<file path="config.mk">
export PLATFORM = sky130hd
export DESIGN_NAME = ram_load_ctrl_flat
export DESIGN_NICKNAME = d
export VERILOG_FILES = /design/src/rtl/ram_ctrl_pkg.sv /design/src/rtl/ram_load_ctrl_if.sv /design/src/rtl/ram_load_ptr.sv /design/src/rtl/ram_load_ctrl.sv /design/src/flat_wrapper.sv
export SDC_FILE = /design/constraint.sdc
export NUM_CORES = 1
export LEC_CHECK = 0
export BUFFER_PORTS_ARGS = -buffer_cell sky130_fd_sc_hd__buf_2
export CAP_MARGIN = 15
export CORE_UTILIZATION = 45
export CTS_BUF_LIST = sky130_fd_sc_hd__clkbuf_2 sky130_fd_sc_hd__clkbuf_4 sky130_fd_sc_hd__clkbuf_8
export CTS_CLUSTER_DIAMETER = 60
export DETAILED_ROUTE_END_ITERATION = 16
export PLACE_DENSITY = 0.83
export SLEW_MARGIN = 20
export SYNTH_ARGS = -nofsm -noshare
export SYNTH_HDL_FRONTEND = slang
export SYNTH_SLANG_ARGS = --single-unit
</file>
<file path="constraint.sdc">
create_clock -name clk -period 3.55 [get_ports clk]
set_input_delay 0.1775 -clock clk [delete_from_list [all_inputs] [get_ports clk]]
set_output_delay 0.1775 -clock clk [all_outputs]
set_load 0.01 [all_outputs]
</file>
<file path="src/rtl/ram_ctrl_pkg.sv">
// Shared constants and FSM state encoding for the program RAM loader and the RAM module.
// Optional feature macro used across this slice: LOAD_CHECKSUM_EN (adds ld_sum).
package ram_ctrl_pkg;

  localparam int RAM_INPUT_ADDR_DEF = 4;
  localparam int RAM_SIZE_DEF       = 16;

  typedef enum logic [1:0] {
    ST_CPU  = 2'd0,
    ST_LOAD = 2'd1,
    ST_DONE = 2'd2
  } state_e;

endpackage

</file>
<file path="src/rtl/ram_load_ctrl_if.sv">
// Loader-side handshake bundle for ram_load_ctrl; the loader is master, the controller is slave.
// LOAD_CHECKSUM_EN adds the ld_sum return signal.
interface ram_load_ctrl_if #(
  parameter int AW = 4
);

  logic          ld_start;
  logic          ld_abort;
  logic          ld_valid;
  logic [7:0]    ld_data;
  logic          ld_last;
  logic          ld_ready;
  logic          ld_busy;
  logic          ld_done;
  logic [AW:0]   ld_count;
`ifdef LOAD_CHECKSUM_EN
  logic [7:0]    ld_sum;

  modport master (
    output ld_start, ld_abort, ld_valid, ld_data, ld_last,
    input  ld_ready, ld_busy, ld_done, ld_count, ld_sum
  );

  modport slave (
    input  ld_start, ld_abort, ld_valid, ld_data, ld_last,
    output ld_ready, ld_busy, ld_done, ld_count, ld_sum
  );
`else
  modport master (
    output ld_start, ld_abort, ld_valid, ld_data, ld_last,
    input  ld_ready, ld_busy, ld_done, ld_count
  );

  modport slave (
    input  ld_start, ld_abort, ld_valid, ld_data, ld_last,
    output ld_ready, ld_busy, ld_done, ld_count
  );
`endif

endinterface

</file>
<file path="src/rtl/ram_load_ptr.sv">
// Write pointer and byte counter for a RAM load: clear, increment, full flag.
// The pointer saturates at the last address; the counter can reach SIZE.
module ram_load_ptr #(
  parameter int AW   = 4,
  parameter int SIZE = 16
) (
  input  logic          clk,
  input  logic          rst_n,
  input  logic          clr,
  input  logic          inc,
  output logic [AW-1:0] ptr,
  output logic [AW:0]   count,
  output logic          full
);

  assign full = (ptr == AW'(SIZE - 1));

  // NOTE: reset is synchronous here -- rst_n is only looked at inside the clocked branch.
  always_ff @(posedge clk) begin
    if (!rst_n) begin
      ptr   <= '0;
      count <= '0;
    end else if (clr) begin
      ptr   <= '0;
      count <= '0;
    end else if (inc) begin
      count <= count + {{AW{1'b0}}, 1'b1};
      if (!full) begin
        ptr <= ptr + {{(AW-1){1'b0}}, 1'b1};
      end
    end
  end

endmodule

</file>
<file path="src/rtl/ram_load_ctrl.sv">
// Shares the program RAM between the CPU and an external byte-stream loader.
// Define LOAD_CHECKSUM_EN to get a modulo-256 sum of the loaded bytes on ld.ld_sum.
import ram_ctrl_pkg::*;

module ram_load_ctrl #(
  parameter int RAM_INPUT_ADDR = RAM_INPUT_ADDR_DEF,
  parameter int RAM_SIZE       = RAM_SIZE_DEF
) (
  input  logic                      clk,
  input  logic                      rst_n,
  input  logic [RAM_INPUT_ADDR-1:0] cpu_addr,
  input  logic [7:0]                cpu_data,
  input  logic                      cpu_ram_in,
  input  logic                      cpu_ram_out,
  output logic                      cpu_stall,
  ram_load_ctrl_if.slave            ld,
  output logic [RAM_INPUT_ADDR-1:0] ram_addr,
  output logic [7:0]                ram_data,
  output logic                      ram_in,
  output logic                      ram_out
);

  state_e                    state_q, state_d;
  logic [RAM_INPUT_ADDR-1:0] ptr;
  logic                      full;
  logic                      start_accept;
  logic                      handshake;

  // Starts are only honoured from CPU; abort suppresses a concurrent byte.
  assign start_accept = (state_q == ST_CPU) && ld.ld_start;
  assign handshake    = (state_q == ST_LOAD) && ld.ld_valid && !ld.ld_abort;

  ram_load_ptr #(
    .AW   (RAM_INPUT_ADDR),
    .SIZE (RAM_SIZE)
  ) u_ptr (
    .clk   (clk),
    .rst_n (rst_n),
    .clr   (start_accept),
    .inc   (handshake),
    .ptr   (ptr),
    .count (ld.ld_count),
    .full  (full)
  );

  // NOTE: state registers use non-blocking assignments so every flop samples pre-edge values.
  always_ff @(posedge clk) begin
    if (!rst_n) begin
      state_q <= ST_CPU;
    end else begin
      state_q <= state_d;
    end
  end

  // NOTE: every output gets a default first so no path through the case infers a latch.
  always_comb begin
    state_d     = state_q;
    ram_addr    = ptr;
    ram_data    = ld.ld_data;
    ram_in      = 1'b0;
    ram_out     = 1'b0;
    cpu_stall   = 1'b1;
    ld.ld_ready = 1'b0;
    ld.ld_busy  = 1'b0;
    ld.ld_done  = 1'b0;
    case (state_q)
      ST_CPU: begin
        ram_addr  = cpu_addr;
        ram_data  = cpu_data;
        ram_in    = cpu_ram_in;
        ram_out   = cpu_ram_out & ~cpu_ram_in;
        cpu_stall = 1'b0;
        if (ld.ld_start) begin
          state_d = ST_LOAD;
        end
      end
      ST_LOAD: begin
        ld.ld_busy  = 1'b1;
        ld.ld_ready = 1'b1;
        ram_in      = ld.ld_valid & ~ld.ld_abort;
        if (ld.ld_abort) begin
          state_d = ST_CPU;
        end else if (ld.ld_valid && (ld.ld_last || full)) begin
          state_d = ST_DONE;
        end
      end
      ST_DONE: begin
        ld.ld_busy = 1'b1;
        ld.ld_done = 1'b1;
        state_d    = ST_CPU;
      end
      default: begin
        state_d = ST_CPU;
      end
    endcase
  end

`ifdef LOAD_CHECKSUM_EN
  logic [7:0] sum_q;

  always_ff @(posedge clk) begin
    if (!rst_n) begin
      sum_q <= '0;
    end else if (start_accept) begin
      sum_q <= '0;
    end else if (handshake) begin
      sum_q <= sum_q + ld.ld_data;
    end
  end

  assign ld.ld_sum = sum_q;
`endif

endmodule
</file>
<file path="src/flat_wrapper.sv">
// flat-port wrapper written by rule: the top's interface ports become plain ports
module ram_load_ctrl_flat 
#(
  parameter int RAM_INPUT_ADDR = RAM_INPUT_ADDR_DEF,
  parameter int RAM_SIZE       = RAM_SIZE_DEF
)
  (clk, rst_n, cpu_addr, cpu_data, cpu_ram_in, cpu_ram_out, cpu_stall, ram_addr, ram_data, ram_in, ram_out, ld_ld_start, ld_ld_abort, ld_ld_valid, ld_ld_data, ld_ld_last, ld_ld_ready, ld_ld_busy, ld_ld_done, ld_ld_count);
  ram_load_ctrl_if ld_i ();
  input  logic clk;
  input  logic rst_n;
  input  logic [RAM_INPUT_ADDR-1:0] cpu_addr;
  input  logic [7:0] cpu_data;
  input  logic cpu_ram_in;
  input  logic cpu_ram_out;
  output logic cpu_stall;
  output logic [RAM_INPUT_ADDR-1:0] ram_addr;
  output logic [7:0] ram_data;
  output logic ram_in;
  output logic ram_out;
  input wire logic [$bits(ld_i.ld_start)-1:0] ld_ld_start;
  input wire logic [$bits(ld_i.ld_abort)-1:0] ld_ld_abort;
  input wire logic [$bits(ld_i.ld_valid)-1:0] ld_ld_valid;
  input wire logic [$bits(ld_i.ld_data)-1:0] ld_ld_data;
  input wire logic [$bits(ld_i.ld_last)-1:0] ld_ld_last;
  output wire logic [$bits(ld_i.ld_ready)-1:0] ld_ld_ready;
  output wire logic [$bits(ld_i.ld_busy)-1:0] ld_ld_busy;
  output wire logic [$bits(ld_i.ld_done)-1:0] ld_ld_done;
  output wire logic [$bits(ld_i.ld_count)-1:0] ld_ld_count;
  assign ld_i.ld_start = ld_ld_start;
  assign ld_i.ld_abort = ld_ld_abort;
  assign ld_i.ld_valid = ld_ld_valid;
  assign ld_i.ld_data = ld_ld_data;
  assign ld_i.ld_last = ld_ld_last;
  assign ld_ld_ready = ld_i.ld_ready;
  assign ld_ld_busy = ld_i.ld_busy;
  assign ld_ld_done = ld_i.ld_done;
  assign ld_ld_count = ld_i.ld_count;
  ram_load_ctrl #(.RAM_INPUT_ADDR(RAM_INPUT_ADDR), .RAM_SIZE(RAM_SIZE)) u_core (.clk(clk), .rst_n(rst_n), .cpu_addr(cpu_addr), .cpu_data(cpu_data), .cpu_ram_in(cpu_ram_in), .cpu_ram_out(cpu_ram_out), .cpu_stall(cpu_stall), .ld(ld_i), .ram_addr(ram_addr), .ram_data(ram_data), .ram_in(ram_in), .ram_out(ram_out));
endmodule
</file>
==> flow_summary.json, run 1 <==
{
  "ys_seq_area_share_pct": 29.4,
  "yosysMostFrequentCell": "mux2_2",
  "cts_tree": "yes",
  "timing.rr.start": "u_core.state_q[0]$_SDFFE_PN0P_",
  "synth_top_area_share_pct": 29.4,
  "ys_ff_latch": 11,
  "crit_path_max_incr_delay_ns": 0.56,
  "syn_nets": 115,
  "crit_path_start_kind": "flop",
  "power_per_cell_area_nw_per_um2": 316,
  "wl_met1_um": 700,
  "grt_overflow": 0,
  "die_w_um": 42.8,
  "setup_tns_ns": 0,
  "synth_top_cell_by_area": "dfxtp_1",
  "root_buffer": "clkbuf_4",
  "dr_wl_met3_um": 140,
  "start_util_pct": 49.1,
  "cp_num_buf_inv": 2,
  "setup_viol": 0,
  "track_usage_pct": 21.0,
  "fin_crit_sh_pct": 55.9,
  "synthTopCellsByArea": "dfxtp_1 29%, mux2_2 18%, ha_1 8.4%",
  "yosys-top-cells-count": "12 x mux2_2, 11 x dfxtp_1, 8 x nand2_1, 6 x a21oi_1, 5 x ha_1",
  "nets": 167,
  "async_flop_share_pct": 0,
  "worst_ep_required_time_ns": 3.37,
  "crit_family": "adder cells",
  "initialDrtViolationCount": 14,
  "routed_wl_um": 1770,
  "drive_gt1_share_pct": 51.9,
  "instances_no_fill": 149,
  "die_y_um": 42.8,
  "path_clk_slew_ns": 0.07,
  "clock_skew_ns": 0.00391,
  "holdBufCountCts": 0,
  "pin_count": 51,
  "core_um2": 1520,
  "yosysUniqueCellTypes": 32,
  "drt_pass1_iterations": 4,
  "hpwl_um": 1480,
  "grt_first_pass_wirelength_um": 2960,
  "drc": 0,
  "rsz0062_at_grt": "false",
  "synthCells": 82,
  "criticalPathCategory": "flop to primary output",
  "postCtsSetupRepairBufs": 0,
  "wl_met2_um": 907,
  "insertion_delay_ns": 0.26,
  "crit_path_end_kind": "primary output",
  "yosys_warnings": 0,
  "std_cell_rows": 14,
  "worst_slew_pin_slew_ns": 0.620,
  "gp_congestion": 0.785,
  "timing.fmax_ghz": 0.504,
  "relSlewSlack_pct": 58.7,
  "p_leak_nw": 0.530,
  "wl_per_cell_um": 11.9,
  "critPathMaxFanout": 17,
  "antenna_found_initial": 0,
  "synth_ff_type": "dfxtp_1",
  "drv_slew": 0,
  "vdd_drop_max_v": 0.000215,
  "top_layer": "met4",
  "drv_cap": 0,
  "hp-class": "input port to flop",
  "vias_per_cell": 5.41,
  "grt_max_degree": 18,
  "area_delta_synth_final_pct": 38.1,
  "grt_pass1_vias": 742,
  "cts_inserted_buffers": 3,
  "clockBufferDepth": 2,
  "port_buffers": 50,
  "antenna_cells": 0,
  "hp-start": "rst_n",
  "synth_edf_count": 0,
  "fp.dieArea_um2": 1830,
  "cp_slowest_cell": "ha_1",
  "vias": 806,
  "hold_violations": 0,
  "syn-cell-area_um2": 748,
  "ant_nets": 0,
  "cts_num_sinks": 11,
  "critPathArrivalTime_ns": 1.81,
  "finalCriticalPeriod_ns": 1.98,
  "cts_resized": 0,
  "post_synth.cell_area_avg_um2": 9.12,
  "dp.cells": 145,
  "status": "finished, final reports clean",
  "worstPathCellList": "inv_1, ha_1, mux2_2, buf_2",
  "htree_levels": 1,
  "crit_start": "u_core.state_q[0]$_SDFFE_PN0P_"
}
==> routing by layer <==
layer	up-vias	GRT usage, %
met5	-	0
met4	0	11.3
met3	2	2.98
met2	46	38.5
met1	357	22.7
li1	401	-
==> registers in the layout (all words and copies together) (netlist names) <==
signal / flops
u_core.u_ptr.count: 5
u_core.state_q: 2
u_core.u_ptr.ptr: 4
==> path summary, 6_finish.rpt <==
check	endpoint	slack (ns)	depth (start not counted)
setup / recovery	ram_addr[1]	1.57	4
hold / removal	u_core.state_q[0]$_SDFFE_PN0P_	0.17	3
setup reg to reg	u_core.u_ptr.ptr[3]$_SDFFE_PP0P_	1.86	5
hold reg to reg	u_core.u_ptr.count[4]$_SDFFE_PP0P_	0.49	2
==> tightest hold or removal path, cell delays in order <==
cell      delay (ns)
buf_2           0.11
inv_1           0.06
a211oi_1        0.04
==> through the flow <==
step	hold WS [ns]	utilization (%)	instance area (µm²)	setup slack, ns	total power [mW]
final	0.174	67.8	1030	1.57	0.327
after global routing	0.187	67.8	1030	1.38	0.345
after CTS	0.172	67.8	1030	1.54	0.330
after detailed placement	0.459	65.8	1000	1.84	0.239
after global placement	0.451	65.8	1000	1.89	0.236
after floorplan	0.313	-	748	2.04	0.196
==> logic make-up after synthesis <==
group                      share of synthesized area [%]
muxes                                               18.1
xor gates and xnor gates                            2.34
adders and majority gates                           8.36
DFF                                                 29.4
AOI/OAI and AO/OA                                   15.6
buffers and inverters                               4.01
and+or+nand+nor                                     22.2
==> area by class of cell <==
type                       instances  area (µm²)
multi-input combinational         64         498
fill                             124         490
timing repair buffer              50         250
sequential                        11         220
clock buffer                       4        30.0
tap                               16        20.0
inverter                           4        15.0
==> cell usage in the layout (no fill, tap or decap) <==
master and n:
nor3_1 1, xnor2_1 1, inv_1 4, nand3b_1 1
buf_2 50, or3_1 3, and4b_1 1, nor2_1 2
nand3_1 2, nand3b_2 1, a31o_1 1, a21boi_0 1
o41ai_1 1, mux2_2 12, o21ai_1 2, a21o_1 1
nand4b_2 1, o21ai_0 2, nand2b_1 2, xor2_1 1
nand4b_1 1, nor3b_1 1, and2_2 1, and3_1 1
a21oi_1 6, and3b_1 1, a221oi_1 2, ha_1 5
a211oi_1 1, dfxtp_1 11, o311ai_1 1, nand2_1 8
clkbuf_4 4
==> power breakdown <==
part	total [mW]	internal (mW)	switching [mW]	leakage (nW)
registers	0.128	0.126	0.00256	0.0890
logic	0.106	0.0541	0.0523	0.422
clock network	0.0919	0.0510	0.0408	0.0184
No activity file was read; power rests on OpenSTA's default activity.
==> run 2: changes to the inputs <==
--- a/config.mk
+++ b/config.mk
@@ -5,13 +5,14 @@
 export SDC_FILE = /design/constraint.sdc
 export NUM_CORES = 1
 export LEC_CHECK = 0
+export ABC_AREA = 1
 export BUFFER_PORTS_ARGS = -buffer_cell sky130_fd_sc_hd__buf_2
 export CAP_MARGIN = 15
-export CORE_UTILIZATION = 45
+export CORE_UTILIZATION = 38
 export CTS_BUF_LIST = sky130_fd_sc_hd__clkbuf_2 sky130_fd_sc_hd__clkbuf_4 sky130_fd_sc_hd__clkbuf_8
 export CTS_CLUSTER_DIAMETER = 60
 export DETAILED_ROUTE_END_ITERATION = 16
-export PLACE_DENSITY = 0.83
+export PLACE_DENSITY = 0.74
 export SLEW_MARGIN = 20
 export SYNTH_ARGS = -nofsm -noshare
 export SYNTH_HDL_FRONTEND = slang
==> constraint.sdc (replaced) <==
create_clock -name clk -period 1.6 [get_ports clk]
set_input_delay 0.08 -clock clk [delete_from_list [all_inputs] [get_ports clk]]
set_output_delay 0.08 -clock clk [all_outputs]
set_load 0.01 [all_outputs]
==> flow_summary.json, run 2 <==
{
  "criticalPathCategory": "flop to primary output",
  "routed_wl_um": 1900,
  "muxShareOfSynthArea_pct": 0,
  "grt_pass1_vias": 723,
  "setup_viol": 0,
  "rr_worst_depth": 9,
  "synth_ff_type": "dfxtp_1",
  "hp-class": "input port to flop",
  "ys_ff_latch": 11,
  "grt_overflow": 0,
  "pin_count": 51,
  "vdd_drop_max_v": 0.000592,
  "synth_compound_area_share_pct": 8.52,
  "cts_tree": "yes",
  "wl_per_cell_um": 9.54,
  "track_usage_pct": 18.9,
  "worstPathCellList": "inv_1, ha_2, buf_6, o21ai_0, buf_2",
  "insertion_delay_ns": 0.27,
  "initialDrtViolationCount": 7,
  "holdPathStages": 3,
  "antenna_cells": 0,
  "top_regs": "u_core.u_ptr.count: 5 flops, u_core.u_ptr.ptr: 4 flops, u_core.state_q: 2 flops",
  "crit_path_max_incr_delay_ns": 0.36,
  "largest_register_ffs": 5,
  "fin_crit_sh_pct": 91.7,
  "synth_top_area_share_pct": 28.9,
  "async_flop_share_pct": 0,
  "gp_congestion": 0.801,
  "drt_pass1_iterations": 4,
  "cp.depth": 5,
  "hpwl_um": 1580,
  "die_y_um": 46.8,
  "synthCells": 121,
  "ys_seq_area_share_pct": 28.9,
  "holdBufCountCts": 0,
  "timing.fmax_ghz": 0.681,
  "yosysUniqueCellTypes": 21,
  "die_w_um": 46.8,
  "port_buffers": 50,
  "crit_family": "buffers and inverters",
  "std_cell_rows": 15,
  "final_core_util_pct": 60.1,
  "nets": 208,
  "synth_top_family_by_area": "simple AND/OR/NAND/NOR gates",
  "core_um2": 1800,
  "synthXorXnorAreaFrac_pct": 2.30,
  "synth_top_cell_by_area": "dfxtp_1",
  "start_util_pct": 42.4,
  "clock_skew_ns": 0.00272,
  "yosys-top-cells-count": "51 x nand2_1, 13 x inv_1, 11 x dfxtp_1, 7 x a21oi_1",
  "fp.dieArea_um2": 2190,
  "p_leak_nw": 0.571,
  "path_clk_slew_ns": 0.07,
  "critPathArrivalTime_ns": 1.39,
  "synth_edf_count": 0,
  "worst_ep_required_time_ns": 1.52,
  "area_delta_synth_final_pct": 41.8,
  "synthTopCellsByArea": "dfxtp_1 29%, nand2_1 25%, ha_1 8.2%",
  "post_synth.cell_area_avg_um2": 6.31,
  "clockBufferDepth": 2,
  "regMostFlops": "u_core.u_ptr.count",
  "syn_nets": 154,
  "power_per_cell_area_nw_per_um2": 709,
  "crit_path_end_kind": "primary output",
  "final_cell_mix": "51 x nand2_1, 50 x buf_2, 12 x inv_1",
  "synth_fa_ha_area_share_pct": 8.20,
  "drive_gt1_share_pct": 39.1,
  "grt_first_pass_wirelength_um": 2910,
  "syn-cell-area_um2": 763,
  "setup_tns_ns": 0,
  "ant_nets": 0,
  "grt_max_degree": 18,
  "hold_violations": 0,
  "antenna_found_initial": 0,
  "drc": 0,
  "cts_inserted_buffers": 3,
  "drv_slew": 0,
  "final_common_cell": "nand2_1",
  "rsz0062_at_grt": "false",
  "vias_per_cell": 4.46,
  "cp_num_buf_inv": 3,
  "root_buffer": "clkbuf_4",
  "vias": 888,
  "yosys_warnings": 0,
  "crit_path_start_kind": "flop",
  "cts_num_sinks": 11,
  "worst_slew_pin_slew_ns": 0.211,
  "finalCriticalPeriod_ns": 1.47,
  "relSlewSlack_pct": 85.9,
  "drv_cap": 0,
  "yosys.area_share.simple_pct": 43.0,
  "status": "finished, final reports clean",
  "critPathMaxFanout": 17,
  "cp_slowest_cell": "dfxtp_1",
  "yosysMostFrequentCell": "nand2_1",
  "htree_levels": 1
}
## run 2: cell types whose count changed after synthesis, moves of 3 or more
cell,before,now
mux2_2,12,0
nor2_1,2,5
nor3b_2,0,3
or3_1,3,0
nand2_2,0,4
nand2_1,8,51
inv_1,4,13
## run 2: final cells by class
| type | count | area, µm² |
|---|---|---|
| well taps | 25 | 31.3 |
| inverters | 15 | 56.3 |
| fillers | 184 | 719 |
| repair buffers | 52 | 269 |
| clock buffers | 4 | 30.0 |
| flip-flops and latches | 11 | 220 |
| multi-input cells | 92 | 475 |
## run 2: report_power, final
part | internal (mW) | leakage (nW) | switching, mW | total (mW)
logic | 0.117 | 0.463 | 0.161 | 0.278
clock network | 0.113 | 0.0184 | 0.0910 | 0.205
registers | 0.280 | 0.0890 | 0.00460 | 0.285
## run 2: timing repair
action / 4_1_cts / 5_1_grt
resized for setup: 0 / 3
setup endpoints to repair: 0 / 14
buffers inserted: 0 / 1
## run 2: tightest hold or removal path, delay by kind of cell
kind	cells	cell delay, ns
AOI/OAI and AO/OA	1	0.03
buffers and inverters	2	0.17
## run 2: final timing paths
path / startpoint / end / slack (ns)
min: rst_n / u_core.state_q[0]$_SDFFE_PN0P_ / 0.05
max reg2reg: u_core.state_q[1]$_SDFFE_PN0P_ / u_core.u_ptr.count[3]$_SDFFE_PP0P_ / 0.16
min reg2reg: u_core.state_q[0]$_SDFFE_PN0P_ / u_core.state_q[0]$_SDFFE_PN0P_ / 0.48
max: u_core.state_q[0]$_SDFFE_PN0P_ / ram_addr[2] / 0.13
## run 2: cell families after synthesis
kind of cell / after synthesis
and+or+nand+nor: 72
buffers and inverters: 18
AOI/OAI and AO/OA: 13
DFF: 11
adders and majority gates: 5
xor gates and xnor gates: 2
## run 2: per-stage QoR
step / hold slack, ns / instance area (µm²) / power, mW / std cells / setup slack, ns
floorplan: 0.189 / 763 / 0.449 / 121 / 0.307
global placement: 0.330 / 1040 / 0.557 / 194 / 0.303
global route: 0.0466 / 1080 / 0.827 / 199 / 0.0306
CTS: 0.0454 / 1070 / 0.773 / 198 / 0.0389
detailed placement: 0.336 / 1040 / 0.563 / 194 / 0.244
finish: 0.0517 / 1080 / 0.767 / 199 / 0.132
## run 2: routing by layer
layer	GRT usage (%)	share of wire, %	routed length (µm)	vias to the layer above
met5	0	0	0	-
met4	5.14	0.58	11	0
met3	6.92	3.8	72	2
met2	31.1	51	972	21
met1	23.2	44	842	385
li1	-	-	-	480
